$ cat config.mk
export PLATFORM = sky130hd
export DESIGN_NAME = kick_impulse_ctrl
export DESIGN_NICKNAME = d
export VERILOG_FILES = /design/src/rtl/kick_pkg.sv /design/src/rtl/kick_y_shaper.sv /design/src/rtl/kick_impulse_ctrl.sv
export SDC_FILE = /design/constraint.sdc
export NUM_CORES = 1
export LEC_CHECK = 0
export BUFFER_PORTS_ARGS = -buffer_cell sky130_fd_sc_hd__buf_2
export CORE_ASPECT_RATIO = 0.6
export CORE_UTILIZATION = 60
export CTS_BUF_LIST = sky130_fd_sc_hd__clkbuf_16
export CTS_CLUSTER_SIZE = 10
export DETAILED_ROUTE_END_ITERATION = 6
export PLACE_DENSITY = 0.94
export SLEW_MARGIN = 20
export SYNTH_ARGS = -nofsm -noshare
export SYNTH_HDL_FRONTEND = slang
export SYNTH_SLANG_ARGS = --single-unit
$ cat constraint.sdc
create_clock -name clk -period 6 [get_ports clk]
set_clock_uncertainty 0.1 [all_clocks]
set_input_delay 0.6 -clock clk [delete_from_list [all_inputs] [get_ports clk]]
set_output_delay 0.6 -clock clk [all_outputs]
set_load 0.01 [all_outputs]
$ cat src/rtl/kick_pkg.sv
// Shared definitions for the kick impulse controller: FSM states, kicker
// encoding, fixed-point scale and datapath widths.
package kick_pkg;

    typedef enum logic [1:0] {
        IDLE     = 2'd0,
        ARM      = 2'd1,
        HOLD     = 2'd2,
        COOLDOWN = 2'd3
    } kick_state_e;

    // Speeds are expressed in 1/64 pixel per frame.
    localparam int FIXED_POINT_MULTIPLIER = 64;

    localparam logic KICKER_PLAYER = 1'b0;
    localparam logic KICKER_BOT    = 1'b1;

    localparam int POS_W    = 11;
    localparam int SPEED_W  = 12;
    localparam int OFFSET_W = 12;
    localparam int YCALC_W  = 16;
    localparam int STAT_W   = 8;

endpackage

$ cat src/rtl/kick_y_shaper.sv
// Combinational Y impulse shaper: ball-to-rod-centre offset, gain and
// symmetric saturation. One copy per rod; the top muxes by kick winner.
module kick_y_shaper
    import kick_pkg::*;
#(
    parameter int ROD_HALF_H       = 16,
    parameter int Y_GAIN           = 4,
    parameter int KICK_SPEED_Y_MAX = 150
)
(
    input  logic        [POS_W-1:0]   rodTLY_i,
    input  logic        [POS_W-1:0]   ballTLY_i,
    output logic signed [SPEED_W-1:0] ySpeed_o
);

    localparam logic signed [OFFSET_W-1:0] HALF_H = OFFSET_W'(ROD_HALF_H);
    localparam logic signed [YCALC_W-1:0]  GAIN   = YCALC_W'(Y_GAIN);
    localparam logic signed [YCALC_W-1:0]  Y_MAX  = YCALC_W'(KICK_SPEED_Y_MAX);
    localparam logic signed [YCALC_W-1:0]  Y_MIN  = -Y_MAX;

    logic signed [OFFSET_W-1:0] ballExt;
    logic signed [OFFSET_W-1:0] rodExt;
    logic signed [OFFSET_W-1:0] offset;
    logic signed [YCALC_W-1:0]  offsetWide;
    logic signed [YCALC_W-1:0]  yCalc;

    // Ball Y is an unsigned screen coordinate, rod Y is signed; widen both
    // to the signed offset width before subtracting the rod centre.
    assign ballExt    = {1'b0, ballTLY_i};
    assign rodExt     = {rodTLY_i[POS_W-1], rodTLY_i};
    assign offset     = ballExt - rodExt - HALF_H;
    assign offsetWide = {{(YCALC_W-OFFSET_W){offset[OFFSET_W-1]}}, offset};
    assign yCalc      = offsetWide * GAIN;

    // Saturate the scaled offset so a glancing hit never exceeds the
    // maximum vertical impulse in either direction.
    always_comb begin
        ySpeed_o = yCalc[SPEED_W-1:0];
        if (yCalc > Y_MAX) begin
            ySpeed_o = Y_MAX[SPEED_W-1:0];
        end else if (yCalc < Y_MIN) begin
            ySpeed_o = Y_MIN[SPEED_W-1:0];
        end
    end

endmodule

$ cat src/rtl/kick_impulse_ctrl.sv
// Kick impulse controller: edge-detects the bot and player kick levels,
// arbitrates one kick (player wins ties), latches an X/Y speed impulse and
// strobes it into the ball mover on HOLD_FRAMES consecutive frames, then
// blocks further kicks for COOLDOWN_FRAMES frames.
// Optional build macro KICK_STATS_EN adds saturating per-side kick counters
// on ports bot_kicks / player_kicks.
module kick_impulse_ctrl
    import kick_pkg::*;
#(
    parameter int KICK_SPEED_X     = 300,
    parameter int KICK_SPEED_Y_MAX = 150,
    parameter int Y_GAIN           = 4,
    parameter int ROD_HALF_H       = 16,
    parameter int HOLD_FRAMES      = 4,
    parameter int COOLDOWN_FRAMES  = 15
)
(
    input  logic                      clk,
    input  logic                      reset,
    input  logic                      startOfFrame,
    input  logic                      bot_kick,
    input  logic                      player_kick,
    input  logic        [POS_W-1:0]   botTLY,
    input  logic        [POS_W-1:0]   playerTLY,
    input  logic        [POS_W-1:0]   ballTLY,
    output logic                      load_speed,
    output logic signed [SPEED_W-1:0] Xspeed_out,
    output logic signed [SPEED_W-1:0] Yspeed_out,
    output logic                      kicker,
    output logic                      busy
`ifdef KICK_STATS_EN
    ,
    output logic        [STAT_W-1:0]  bot_kicks,
    output logic        [STAT_W-1:0]  player_kicks
`endif
);

    // One frame counter serves both HOLD and COOLDOWN, so size it for the
    // longer of the two phases (both must be at least one frame).
    localparam int CNT_MAX = (HOLD_FRAMES > COOLDOWN_FRAMES) ? HOLD_FRAMES : COOLDOWN_FRAMES;
    localparam int CNT_W   = (CNT_MAX < 2) ? 1 : $clog2(CNT_MAX + 1);

    localparam logic [CNT_W-1:0] HOLD_LOAD = CNT_W'(HOLD_FRAMES - 1);
    localparam logic [CNT_W-1:0] COOL_LOAD = CNT_W'(COOLDOWN_FRAMES - 1);
    localparam logic [CNT_W-1:0] CNT_ONE   = CNT_W'(1);

    localparam logic signed [SPEED_W-1:0] X_POS = SPEED_W'(KICK_SPEED_X);
    localparam logic signed [SPEED_W-1:0] X_NEG = -X_POS;

    kick_state_e               state_q, state_d;
    logic [CNT_W-1:0]          cnt_q, cnt_d;
    logic                      botKick_q, playerKick_q;
    logic                      loadSpeed_q, loadSpeed_d;
    logic signed [SPEED_W-1:0] xSpeed_q, xSpeed_d;
    logic signed [SPEED_W-1:0] ySpeed_q, ySpeed_d;
    logic                      kicker_q, kicker_d;

    logic                      botEdge, playerEdge;
    logic                      acceptPlayer, acceptBot;
    logic signed [SPEED_W-1:0] botY, playerY;

    kick_y_shaper #(
        .ROD_HALF_H       (ROD_HALF_H),
        .Y_GAIN           (Y_GAIN),
        .KICK_SPEED_Y_MAX (KICK_SPEED_Y_MAX)
    ) u_botShaper (
        .rodTLY_i  (botTLY),
        .ballTLY_i (ballTLY),
        .ySpeed_o  (botY)
    );

    kick_y_shaper #(
        .ROD_HALF_H       (ROD_HALF_H),
        .Y_GAIN           (Y_GAIN),
        .KICK_SPEED_Y_MAX (KICK_SPEED_Y_MAX)
    ) u_playerShaper (
        .rodTLY_i  (playerTLY),
        .ballTLY_i (ballTLY),
        .ySpeed_o  (playerY)
    );

    // Rising edges only; kicks are only accepted while IDLE and the player
    // wins when both rods fire in the same cycle.
    assign botEdge      = bot_kick & ~botKick_q;
    assign playerEdge   = player_kick & ~playerKick_q;
    assign acceptPlayer = (state_q == IDLE) & playerEdge;
    assign acceptBot    = (state_q == IDLE) & botEdge & ~playerEdge;

    // State, counter and output registers. Edge-detect history resets to 1
    // so a kick level already high when reset releases is not seen as a kick.
    always_ff @(posedge clk or posedge reset) begin
        if (reset) begin
            state_q      <= IDLE;
            cnt_q        <= '0;
            botKick_q    <= 1'b1;
            playerKick_q <= 1'b1;
            loadSpeed_q  <= 1'b0;
            xSpeed_q     <= '0;
            ySpeed_q     <= '0;
            kicker_q     <= 1'b0;
        end else begin
            state_q      <= state_d;
            cnt_q        <= cnt_d;
            botKick_q    <= bot_kick;
            playerKick_q <= player_kick;
            loadSpeed_q  <= loadSpeed_d;
            xSpeed_q     <= xSpeed_d;
            ySpeed_q     <= ySpeed_d;
            kicker_q     <= kicker_d;
        end
    end

    // Next-state logic: latch the impulse on an accepted kick, strobe it on
    // each frame of the hold phase, then count down the cooldown frames.
    always_comb begin
        state_d     = state_q;
        cnt_d       = cnt_q;
        loadSpeed_d = 1'b0;
        xSpeed_d    = xSpeed_q;
        ySpeed_d    = ySpeed_q;
        kicker_d    = kicker_q;

        case (state_q)
            IDLE: begin
                if (acceptPlayer || acceptBot) begin
                    kicker_d = acceptPlayer ? KICKER_PLAYER : KICKER_BOT;
                    xSpeed_d = acceptPlayer ? X_NEG : X_POS;
                    ySpeed_d = acceptPlayer ? playerY : botY;
                    cnt_d    = '0;
                    state_d  = ARM;
                end
            end
            ARM: begin
                if (startOfFrame) begin
                    loadSpeed_d = 1'b1;
                    cnt_d       = HOLD_LOAD;
                    state_d     = HOLD;
                end
            end
            HOLD: begin
                if (startOfFrame) begin
                    if (cnt_q == '0) begin
                        cnt_d   = COOL_LOAD;
                        state_d = COOLDOWN;
                    end else begin
                        loadSpeed_d = 1'b1;
                        cnt_d       = cnt_q - CNT_ONE;
                    end
                end
            end
            COOLDOWN: begin
                if (startOfFrame) begin
                    if (cnt_q == '0) begin
                        state_d = IDLE;
                    end else begin
                        cnt_d = cnt_q - CNT_ONE;
                    end
                end
            end
            default: begin
                state_d = IDLE;
                cnt_d   = '0;
            end
        endcase
    end

    assign load_speed = loadSpeed_q;
    assign Xspeed_out = xSpeed_q;
    assign Yspeed_out = ySpeed_q;
    assign kicker     = kicker_q;
    assign busy       = (state_q != IDLE);

`ifdef KICK_STATS_EN
    localparam logic [STAT_W-1:0] STAT_MAX = '1;

    logic [STAT_W-1:0] botKicks_q, botKicks_d;
    logic [STAT_W-1:0] playerKicks_q, playerKicks_d;

    // Count accepted kicks per side, saturating instead of wrapping.
    always_comb begin
        botKicks_d    = botKicks_q;
        playerKicks_d = playerKicks_q;
        if (acceptBot && (botKicks_q != STAT_MAX)) begin
            botKicks_d = botKicks_q + STAT_W'(1);
        end
        if (acceptPlayer && (playerKicks_q != STAT_MAX)) begin
            playerKicks_d = playerKicks_q + STAT_W'(1);
        end
    end

    // Kick statistic registers, cleared only by reset.
    always_ff @(posedge clk or posedge reset) begin
        if (reset) begin
            botKicks_q    <= '0;
            playerKicks_q <= '0;
        end else begin
            botKicks_q    <= botKicks_d;
            playerKicks_q <= playerKicks_d;
        end
    end

    assign bot_kicks    = botKicks_q;
    assign player_kicks = playerKicks_q;
`endif

endmodule

Word-level counts from Yosys, hierarchy flattened
Index checks and enable logic that the tools add are counted.
{ "word_totals": {"out_inout_bits": 27, "wordCells": 67, "input_bits": 38, "regBits": 34} }
{ "op_classes": {"bitwise": 8, "addsub": 5, "n_reduce_logical": 7, "n_lt_le_gt_ge": 4, "n_mux": 25, "n_eq_ne": 10} }
{ "op_table": {"columns": ["operator", "n"], "rows": [
  ["$mux 12", 6],
  ["$gt 14x9->1 const B", 2],
  ["$lt 14x9->1 const B", 2],
  ["$mux 4", 6],
  ["$sub 12x11->12", 2],
  ["$sub 12x6->12 const B", 2],
  ["$pmux 4 s4", 1],
  ["$mux 2", 6],
  ["$ne 2x2->1 const B", 6],
  ["$pmux 2 s4", 1],
  ["$reduce_and 6->1", 1],
  ["$and 1x1->1", 5],
  ["$reduce_and 5->1", 1],
  ["$eq 2x2->1 const B", 2],
  ["$logic_not 4->1", 1],
  ["$mux 1", 4],
  ["$sub 4x1->4 const B", 1],
  ["$not 1->1", 3],
  ["$eq 2x1->1 const B", 1],
  ["$logic_not 2->1", 1],
  ["$ne 2x1->1 const B", 1],
  ["$pmux 1 s2", 1],
  ["$reduce_and 2->1", 1],
  ["$reduce_bool 2->1", 1],
  ["$logic_or 1x1->1", 1]
]} }

Longest topological paths before layout
Gate-level depths: netlist of the first run.
{ "depth": {"word_depth": 7, "ltp_mapped": 13, "mapped_depth_nobuf": 12} }

Hierarchy
From an unflattened synthesis of the first run, not the netlist that was laid out.
{ "hier_totals": {"cells_unflattened": 364, "hier_area_um2": 3239.4} }
{ "by_module_without_submodules": {"columns": ["mod", "cells_per_inst", "area_per_inst_um2", "seq_area_each_um2", "instances"], "rows": [
  ["kick_y_shaper", 116, 944.7, 0.0, 2],
  ["kick_impulse_ctrl", 132, 1350.0, 603.1, 1]
]} }

Worst setup path before layout of the first run
No wires, ideal clock.
{ "synth_timing": {"path_type": "input-to-reg", "startpoint": "in botTLY[1]", "endpoint": "reg ySpeed_q[4] (netlist: Yspeed_out[4])", "path_buffers": 0, "required_ns": 5.777, "t_arrival_ns": 3.324, "setup_time_ns": 0.123, "slack_ns": 2.453, "path_stages": 11, "cell_sequence": "inv_1 ha_1 ha_1 fa_1 a211oi_1 o21ba_2 nor2_1 a2111o_1 or4_1 a21o_1 o221a_1"} }
{ "synth_via": {"elab_chain_cells": 6, "elab_cells_between_ends": 7, "classes_between": "add/sub (2); order compare (2); mux (3)"} }
{ "synth_lines": {"columns": ["element", "line_no", "rtl"], "rows": [
  ["start: declaration", "kick_impulse_ctrl.sv:23", "input logic [POS_W-1:0] botTLY,"],
  ["$sub 12x11->12 *", "kick_y_shaper.sv:31", "assign offset = ballExt - rodExt - HALF_H;"],
  ["$sub 12x6->12 *", "kick_y_shaper.sv:31", null],
  ["$lt 14x9->1", "kick_y_shaper.sv:41", "end else if (yCalc < Y_MIN) begin"],
  ["$mux 12", "kick_y_shaper.sv:41", null],
  ["$mux 12 *", "kick_y_shaper.sv:39", "if (yCalc > Y_MAX) begin"],
  ["$mux 12 *", "kick_impulse_ctrl.sv:128", "ySpeed_d = acceptPlayer ? playerY : botY;"],
  ["end signal: assignment", "kick_impulse_ctrl.sv:108", "ySpeed_q <= ySpeed_d;"],
  ["end: declaration", "kick_impulse_ctrl.sv:55", "logic signed [SPEED_W-1:0] ySpeed_q, ySpeed_d;"]
]} }
Mark *: on every way between the ends. The rest lies on a longest branch, timed or not.
A chain may end at the register's enable or synchronous reset.

Final worst setup path of the first run
{ "layout_timing": {"startpoint": "in botTLY[1]", "endpoint": "reg ySpeed_q[7] (netlist: Yspeed_out[7])"} }
Same word-level chain as after synthesis.

==> impl_results.rst, run 1 <==
.. list-table::
   :header-rows: 1

   * - Metric
     - Value
   * - Port Buffer Count
     - 61
   * - Post-synthesis cell area
     - 0.00289 mm²
   * - Startpoint of the worst-slack reg-to-reg timing path
     - state_q[0]$_DFFE_PP0P_
   * - Total track usage
     - 0.287
   * - Count of endpoints failing setup in the final report
     - 0
   * - Final total power
     - 1070 µW
   * - End of the worst register-to-register path
     - Yspeed_out[2]$_DFFE_PP0P_
   * - Worst Setup End Kind
     - flop
   * - TritonCTS clock tree
     - done
   * - Total power divided by cell area
     - 330 mW/mm²
   * - Area share of fa/ha/maj cells after synthesis
     - 0.217
   * - Class of the tightest hold or removal check
     - input port to flop
   * - Number of I/O pins
     - 65
   * - Sequential standard cell area
     - 578 µm²
   * - Standard-cell rows
     - 19
   * - Complex-gate fraction of the synthesized area
     - 0.239
   * - Synth warn
     - 0
   * - Inserted Clock Buffers
     - 3
   * - EDFF count, synth
     - 0
   * - Detailed-route wire length
     - 7090 µm
   * - Hold Fails Final Rpt
     - 0
   * - Die Span Y
     - about 56 µm
   * - Crit Path Class
     - input port to flop
   * - Clk sinks
     - 23
   * - Area of the multi-input gates
     - 0.00199 mm²
   * - Main combinational cell family by area after synthesis
     - compound AO/OA/AOI/OAI gates
   * - Post-detailed-route wirelength per cell
     - 14.8 µm
   * - First-pass DRT Iterations
     - 7
   * - Maximum count of clock buffers along a single path
     - 2
   * - Crit path arrival time
     - around 3.7 ns
   * - Slew @ Worst Pin
     - 0.822 ns
   * - Multiplexer share of the synthesized area
     - 0.0108
   * - Crit-path max cell delay
     - 0.44 ns
   * - Leakage power figure
     - 0.00170 µW
   * - Clock Tree Root
     - clkbuf_16
   * - Setup_tns
     - 0 ns
   * - Setup slack of the worst register-to-register path
     - between 3 and 4 ns
   * - Xor and xnor fraction of the mapped netlist area
     - 0.0212
   * - Maximum level of the CTS H-tree
     - 1
   * - Register area share after synthesis
     - 0.200
   * - Synth async-reset ratio
     - 1.00
   * - Via total after detailed routing
     - 2,927
   * - Endpoint of the worst setup timing path
     - Yspeed_out[7]$_DFFE_PP0P_
   * - Count of hold-fix buffers inserted at cts
     - 0
   * - DP Wirelength
     - 5740 µm
   * - Fraction of layout instances using a drive strength above 1
     - 0.187
   * - Maximum number of pins on one net before global-route repair
     - 24
   * - Count of cells resized by post-cts repair
     - 0
   * - Synthesized flop and latch total
     - 23
   * - Top flip-flop cell by instance count after synthesis
     - dfrtp_1
   * - Master of the slowest instance on the critical path
     - or4_1
   * - Initial antenna violation count
     - 0
   * - Via density
     - approximately 6
   * - Worst setup path start
     - botTLY[1]
   * - Worst Reg-to-Reg Cells
     - 8
   * - Max FO, Critical Path
     - 6
   * - Distinct cells, synth
     - 61
   * - Total congestion overflow after global routing
     - 0
   * - Wire length of the first global-routing pass
     - between 10,000 and 15,000 µm
   * - RSZ-0062 raised after global routing
     - no
   * - Required arrival time at the worst endpoint
     - 6.04 ns
   * - Later-pin clock latency in the skew report
     - between 0.2 and 0.3 ns
   * - Worst IR drop on VDD
     - 0.228 mV
   * - Die width
     - 91.6 µm
   * - Count of cell instances traversed by the critical path
     - 12
   * - Post-synthesis share of cell area spent on and, or, nand and nor gates
     - 0.196
   * - Number of max-slew violations in the final report
     - 0
   * - Antenna diode count
     - 0
   * - Core region area
     - 0.00461 mm²
   * - Final antenna-violating net count
     - 0
   * - Filler Cell Count
     - 381
   * - DRC violation count after routing
     - 0
   * - Number of global-route vias before repair
     - 2,554
   * - Hold wc startpoint
     - player_kick
   * - Achievable clock frequency
     - 277 MHz
   * - Cell family with most CP delay
     - compound AO/OA/AOI/OAI gates
   * - Final estimated routing congestion in global placement
     - 0.917
   * - Max-cap viol count
     - 0
   * - Synthesized instance count
     - 367
   * - Share of the cycle needed by the critical path after routing
     - 0.602
   * - Avg Cell Area, Syn
     - 7.88 µm²
   * - Worst hold slack
     - 0.356 ns
   * - Critical path's most frequent cell
     - ha_1
   * - Number of DRC markers after the initial detailed-route iteration
     - 233
   * - Outcome
     - complete, no violations
   * - Layout net count
     - 505
   * - CP Launch Type
     - input port
   * - Starting density of the core
     - 0.627
   * - Worst-case headroom to the max-slew limit
     - 0.451
   * - End-of-flow core utilization
     - 0.703
   * - Post-CTS Setup Bufs
     - 0
   * - DIE AREA
     - 0.00511 mm²
   * - Worst path cell trace
     - buf_2 > inv_1 > ha_1 > ha_1 > fa_1 > a211oi_1 > o21ba_2 > nor2_1 > a2111o_1 > or4_1 > a21o_1 > o221a_1
   * - Clock-pin slew of the registers on the worst-case setup and hold paths
     - ~0.06 ns
   * - Layout overhead on the synthesized area
     - 12.2%
   * - Buffers plus inverters on the worst setup path
     - 2
   * - Fin crit period
     - about 3.6 ns
-- power breakdown --
group	total, µW	internal [µW]	switching, µW
Combinational	660	267	393
Clock	144	89.6	54.6
Sequential	265	220	45.4
-- worst register-to-register path: cells and delay by family (launching register included) --
| family | cells | cell delay (ns) |
|---|---|---|
| AOI/OAI and AO/OA | 2 | 0.59 |
| adders and majority gates | 1 | 0.28 |
| buffers and inverters | 1 | 0.14 |
| DFF | 1 | 0.43 |
| and+or+nand+nor | 4 | 1.15 |
-- cells in the final DEF (no fill, tap or decap), types with 4 or more instances in the layout --
cell / instances
a211oi_1: 6
a21o_1: 6
a21oi_1: 20
buf_2: 61
dfrtp_1: 21
ha_1: 47
inv_1: 56
nand2_1: 28
nand2b_1: 6
nand4_1: 5
nor2_1: 32
nor2b_1: 9
nor3_1: 10
o211ai_1: 5
o21ai_0: 20
o221ai_1: 6
xnor2_1: 4
-- synthesized netlist by cell type (all sizes together) (3+ instances only) --
| cell type | count | share of area |
|---|---|---|
| ha | 47 | 0.20 |
| nand3 | 3 | 0.0052 |
| o211ai | 5 | 0.013 |
| a211oi | 6 | 0.016 |
| nor2 | 32 | 0.042 |
| buf | 13 | 0.036 |
| a2111oi | 3 | 0.0091 |
| a41oi | 3 | 0.0091 |
| o221a | 3 | 0.012 |
| nand3b | 3 | 0.0078 |
| nor3 | 10 | 0.017 |
| o21ai | 21 | 0.036 |
| a21oi | 20 | 0.035 |
| a21o | 7 | 0.019 |
| nand4 | 5 | 0.011 |
| inv | 56 | 0.073 |
| or2 | 3 | 0.0065 |
| xnor2 | 4 | 0.012 |
| nand2b | 6 | 0.013 |
| nand2 | 28 | 0.036 |
| xor2 | 3 | 0.0091 |
| o221ai | 6 | 0.018 |
| nor2b | 9 | 0.019 |
| clkbuf | 4 | 0.0052 |
| dfrtp | 21 | 0.18 |
-- metrics by stage --
stage          setup WS, ns  cells  cell area (µm²)
2_1_floorplan          2.45    369             2900
3_3_place_gp           2.27    476             3160
3_5_place_dp           2.18    476             3160
4_1_cts                2.42    480             3240
5_1_grt                2.22    480             3240
6_report               2.39    480             3240
-- flip-flops by register name, summed over array words and instances, names as in the netlist --
name          count
Xspeed_out        3
Yspeed_out       11
botKick_q         1
cnt_q             4
load_speed        1
playerKick_q      1
state_q           2
-- cell type report --
| class | count | share of cell area |
|---|---|---|
| Clock buffer | 3 | 0.0231 |
| Clock inverter | 1 | 0.00154 |
| Inverter | 56 | 0.0648 |
| Multi-Input combinational cell | 273 | 0.614 |
| Sequential cell | 23 | 0.178 |
| Tap cell | 63 | 0.0243 |
| Timing Repair Buffer | 61 | 0.0941 |
-- kinds of logic (layout without fill, tap and decap cells) --
family / count (synthesis) / in the layout
AND/OR/NAND/NOR: 113 / 113
AO/OA/AOI/OAI: 98 / 98
buffers and inverters: 73 / 121
adder cells (fa/ha/maj): 49 / 49
flip-flops: 23 / 23
XOR/XNOR: 7 / 7
multiplexers: 3 / 3
other: 1 / 3
-- worst min-delay path by stage --
stage                                 to  slack [ns]  depth (start not counted)
4_1_cts           playerKick_q$_DFF_PP1_        0.35                          1
6_report          playerKick_q$_DFF_PP1_        0.36                          1
3_3_place_gp   Xspeed_out[2]$_DFFE_PP0P_        0.34                          1
3_5_place_dp   Xspeed_out[2]$_DFFE_PP0P_        0.36                          1
2_1_floorplan       cnt_q[3]$_DFFE_PP0P_        0.40                          1
5_1_grt           playerKick_q$_DFF_PP1_        0.35                          1
-- routing by layer --
metal / vias to the layer above / share of wire / global-route usage
li1: 1396 / - / -
met1: 1349 / 0.47 / 0.413
met2: 172 / 0.43 / 0.450
met3: 10 / 0.099 / 0.0683
met4: 0 / 0.0051 / 0.0385
met5: - / 0 / 0
Note: power is estimated with default switching activity, not from simulation.
==> run 2: changes to the inputs <==
Settings changed: ABC_AREA set to 1, CORE_UTILIZATION 60 to 56, PLACE_DENSITY 0.94 to 0.89.
Clock period 6 ns to 3.79 ns, I/O delays scaled along.
==> run 2 against run 1 <==
Sequential power is 58% higher. Final area rose by 4.9%. Count of clock-buffer cells in the layout stayed put. Core utilization down 4.0 points. Sequential share of layout area shrank 0.83 points. Die area grew 11%. Clock power rose by 62%. Final cell count increased by 23%.
==> impl_results.rst, run 2 <==
.. list-table::
   :header-rows: 1

   * - Metric
     - Value
   * - Max FO, Critical Path
     - 11
   * - Core region area
     - 0.00513 mm²
   * - Crit path arrival time
     - around 2.8 ns
   * - Setup_tns
     - 0 ns
   * - Worst path cell trace
     - inv_1 > ha_1 > nand2_1 > nor2_2 > inv_2 > nand2_1 > o22ai_1 > a221oi_4 > nand2_1 > o22ai_1
   * - Later-pin clock latency in the skew report
     - 0.26 ns
   * - Synth warn
     - 0
   * - Top flip-flop cell by instance count after synthesis
     - dfrtp_1
   * - Most used standard cell by instance count after synthesis
     - nand2_1
   * - Multiplexer share of the synthesized area
     - 0
   * - Synthesized instance count
     - roughly 470
   * - Crit-path max cell delay
     - 0.45 ns
   * - Post-synthesis share of cell area spent on and, or, nand and nor gates
     - 0.356
   * - Via total after detailed routing
     - 3,090
   * - Main combinational cell family by area after synthesis
     - simple AND/OR/NAND/NOR gates
   * - Clock-pin slew of the registers on the worst-case setup and hold paths
     - 0.06 ns
   * - Most frequent cells in the layout
     - 150 x nand2_1, 91 x inv_1, 61 x buf_2
   * - Required arrival time at the worst endpoint
     - slightly below 4 ns
   * - Area of placed instances
     - 0.00332 mm²
   * - Max-cap viol count
     - 0
   * - Layout overhead on the synthesized area
     - 12.8%
   * - Critical path's most frequent cell
     - nand2_1
   * - Fin crit period
     - 2.72 ns
   * - DRC violation count after routing
     - 0
   * - Area of the multi-input gates
     - 0.00199 mm²
   * - Maximum number of pins on one net before global-route repair
     - 24
   * - Die Span Y
     - 58.8 µm
   * - Yosys top cell by area
     - ha_1
   * - Wire length of the first global-routing pass
     - 11,400 µm
   * - Hold Fails Final Rpt
     - 0
   * - Number of max-slew violations in the final report
     - 0
   * - Number of I/O pins
     - 65
   * - Sequential standard cell area
     - 578 µm²
   * - Crit Path Class
     - flop to flop
   * - Layout net count
     - 610
   * - Via density
     - 5.26
   * - Biggest area contributors in the synthesized netlist
     - ha_1 20%, nand2_1 19%, dfrtp_1 17%
   * - Count of hold-fix buffers inserted at cts
     - 0
   * - Commonest non-fill, non-tap cell in the layout
     - nand2_1
   * - Detailed-route wire length
     - a little under 7000 µm
   * - Total power divided by cell area
     - 507 mW/mm²
   * - Clk sinks
     - 23
   * - Area share of fa/ha/maj cells after synthesis
     - 0.208
   * - Leakage power figure
     - 0.00208 µW
   * - Outcome
     - complete, no violations
   * - Master of the slowest instance on the critical path
     - dfrtp_1
   * - First-pass DRT Iterations
     - 5
   * - Synthesized flop and latch total
     - 23
   * - Slew @ Worst Pin
     - roughly 0.85 ns
   * - Synth async-reset ratio
     - 1.00
   * - Class of the tightest hold or removal check
     - input port to flop
   * - Top cells by count, synth
     - 150 x nand2_1, 91 x inv_1, 47 x ha_1, 39 x nand3_1, 25 x nor2_1
   * - Register area share after synthesis
     - 0.192
   * - Antenna diode count
     - 0
   * - RSZ-0062 raised after global routing
     - no
   * - Xor and xnor fraction of the mapped netlist area
     - 0.00581
   * - Maximum count of clock buffers along a single path
     - 2
   * - Count of endpoints failing setup in the final report
     - 0
   * - Number of global-route vias before repair
     - between 2,000 and 3,000
   * - Post-detailed-route wirelength per cell
     - 11.5 µm
   * - Worst IR drop on VDD
     - 0.290 mV
   * - Worst Setup End Kind
     - flop
   * - Achievable clock frequency
     - between 300 and 400 MHz
   * - Post-route standard cell area excluding fillers
     - 0.00340 mm²
   * - Avg Cell Area, Syn
     - 6.44 µm²
   * - Count of cells resized by post-cts repair
     - 0
   * - Standard-cell rows
     - 20
   * - DP Wirelength
     - 5710 µm
   * - Total congestion overflow after global routing
     - 0
   * - Fraction of layout instances using a drive strength above 1
     - 0.182
   * - Distinct cells, synth
     - 35
   * - Area share of the leading cell type in the synthesized netlist
     - 0.195
   * - Initial antenna violation count
     - 0
   * - Worst-case headroom to the max-slew limit
     - 0.433
   * - Port Buffer Count
     - between 60 and 70
   * - Final antenna-violating net count
     - 0
   * - Worst setup slack after placement
     - 0.879 ns
   * - Post-layout worst setup margin
     - roughly 1.1 ns
   * - Number of flip-flops under the largest register name
     - 11
   * - TritonCTS clock tree
     - done
   * - CP Launch Type
     - flop
   * - Post-CTS Setup Bufs
     - 0
   * - Die width
     - 96.7 µm
   * - Maximum level of the CTS H-tree
     - 1
   * - Clock Tree Root
     - clkbuf_16
   * - EDFF count, synth
     - 0
   * - Starting density of the core
     - 0.588
   * - Number of DRC markers after the initial detailed-route iteration
     - 228
   * - Total track usage
     - 0.244
   * - Complex-gate fraction of the synthesized area
     - 0.0868
   * - Final estimated routing congestion in global placement
     - 0.892
   * - Inserted Clock Buffers
     - 3
   * - DIE AREA
     - 0.00569 mm²
   * - Post-synthesis cell area
     - 0.00301 mm²
   * - Filler Cell Count
     - ~450
   * - Share of the cycle needed by the critical path after routing
     - 0.718
==> run 2: changes by cell type in the layout (fill, tap and decap cells not counted), moves of 9 or more <==
cell and delta:
nand2_1 +122, nand3_1 +36, inv_1 +35, o21ai_0 -12
nand2_2 +10, nor3_1 -10, nor2b_1 -9
==> run 2: final timing paths <==
check                                          startpoint                        end  slack (ns)  depth (start not counted)
worst max-delay path               state_q[1]$_DFFE_PP0P_       cnt_q[3]$_DFFE_PP0P_        1.07                         10
worst min-delay path                          player_kick     playerKick_q$_DFF_PP1_        0.13                          1
worst max register to register     state_q[1]$_DFFE_PP0P_       cnt_q[3]$_DFFE_PP0P_        1.07                         10
worst min register to register  Yspeed_out[1]$_DFFE_PP0P_  Yspeed_out[1]$_DFFE_PP0P_        0.38                          2
max in group asynchronous                           reset       cnt_q[3]$_DFFE_PP0P_        2.88                          2
min in group asynchronous                           reset     state_q[0]$_DFFE_PP0P_        0.19                          2
==> run 2: power by group <==
part / switching (µW) / internal (µW) / total (µW) / leakage (µW)
logic: 665 / 406 / 1070 / 0.00176
clock network: 90.4 / 143 / 233 / 0.0000371
registers: 69.6 / 349 / 418 / 0.000281
total: 825 / 898 / 1720 / 0.00208
==> run 2: worst max-delay path, delay by kind of cell (launching register included) <==
| family | cells | cell delay (ns) |
|---|---|---|
| AO/OA/AOI/OAI | 3 | 0.71 |
| adder cells (fa/ha/maj) | 1 | 0.25 |
| buffers and inverters | 2 | 0.31 |
| flip-flops | 1 | 0.45 |
| AND/OR/NAND/NOR | 4 | 0.80 |
==> run 2: metrics by stage <==
stage / util / std cells / total power, µW / hold slack [ns]
floorplan: - / 470 / 1230 / 0.279
global placement: 0.647 / 584 / 1420 / 0.351
detailed placement: 0.647 / 584 / 1460 / 0.360
CTS: 0.663 / 588 / 1710 / 0.128
global route: 0.663 / 588 / 1870 / 0.126
finish: 0.663 / 588 / 1720 / 0.128
==> run 2: final cells by class <==
class	count	area share
Inverter	96	0.106
Tap cell	66	0.0243
Sequential cell	23	0.170
Clock inverter	1	0.00221
Timing Repair Buffer	61	0.0898
Clock buffer	3	0.0221
Multi-Input combinational cell	338	0.586
==> run 2: metal layers <==
layer  GRT usage  part of all wire  up-vias
met5           0                 0        -
met4      0.0213            0.0035        0
met3      0.0309             0.082        4
met2       0.402              0.44      130
met1       0.357              0.47     1387
li1            -                 -     1569
==> run 2: kinds of logic (layout without fill, tap and decap cells) <==
kind of cell | Yosys count | count (layout)
AO/OA/AOI/OAI | 40 | 40
flip-flops | 23 | 23
XOR/XNOR | 2 | 2
other | 1 | 3
adder cells (fa/ha/maj) | 49 | 49
AND/OR/NAND/NOR | 244 | 244
buffers and inverters | 109 | 161
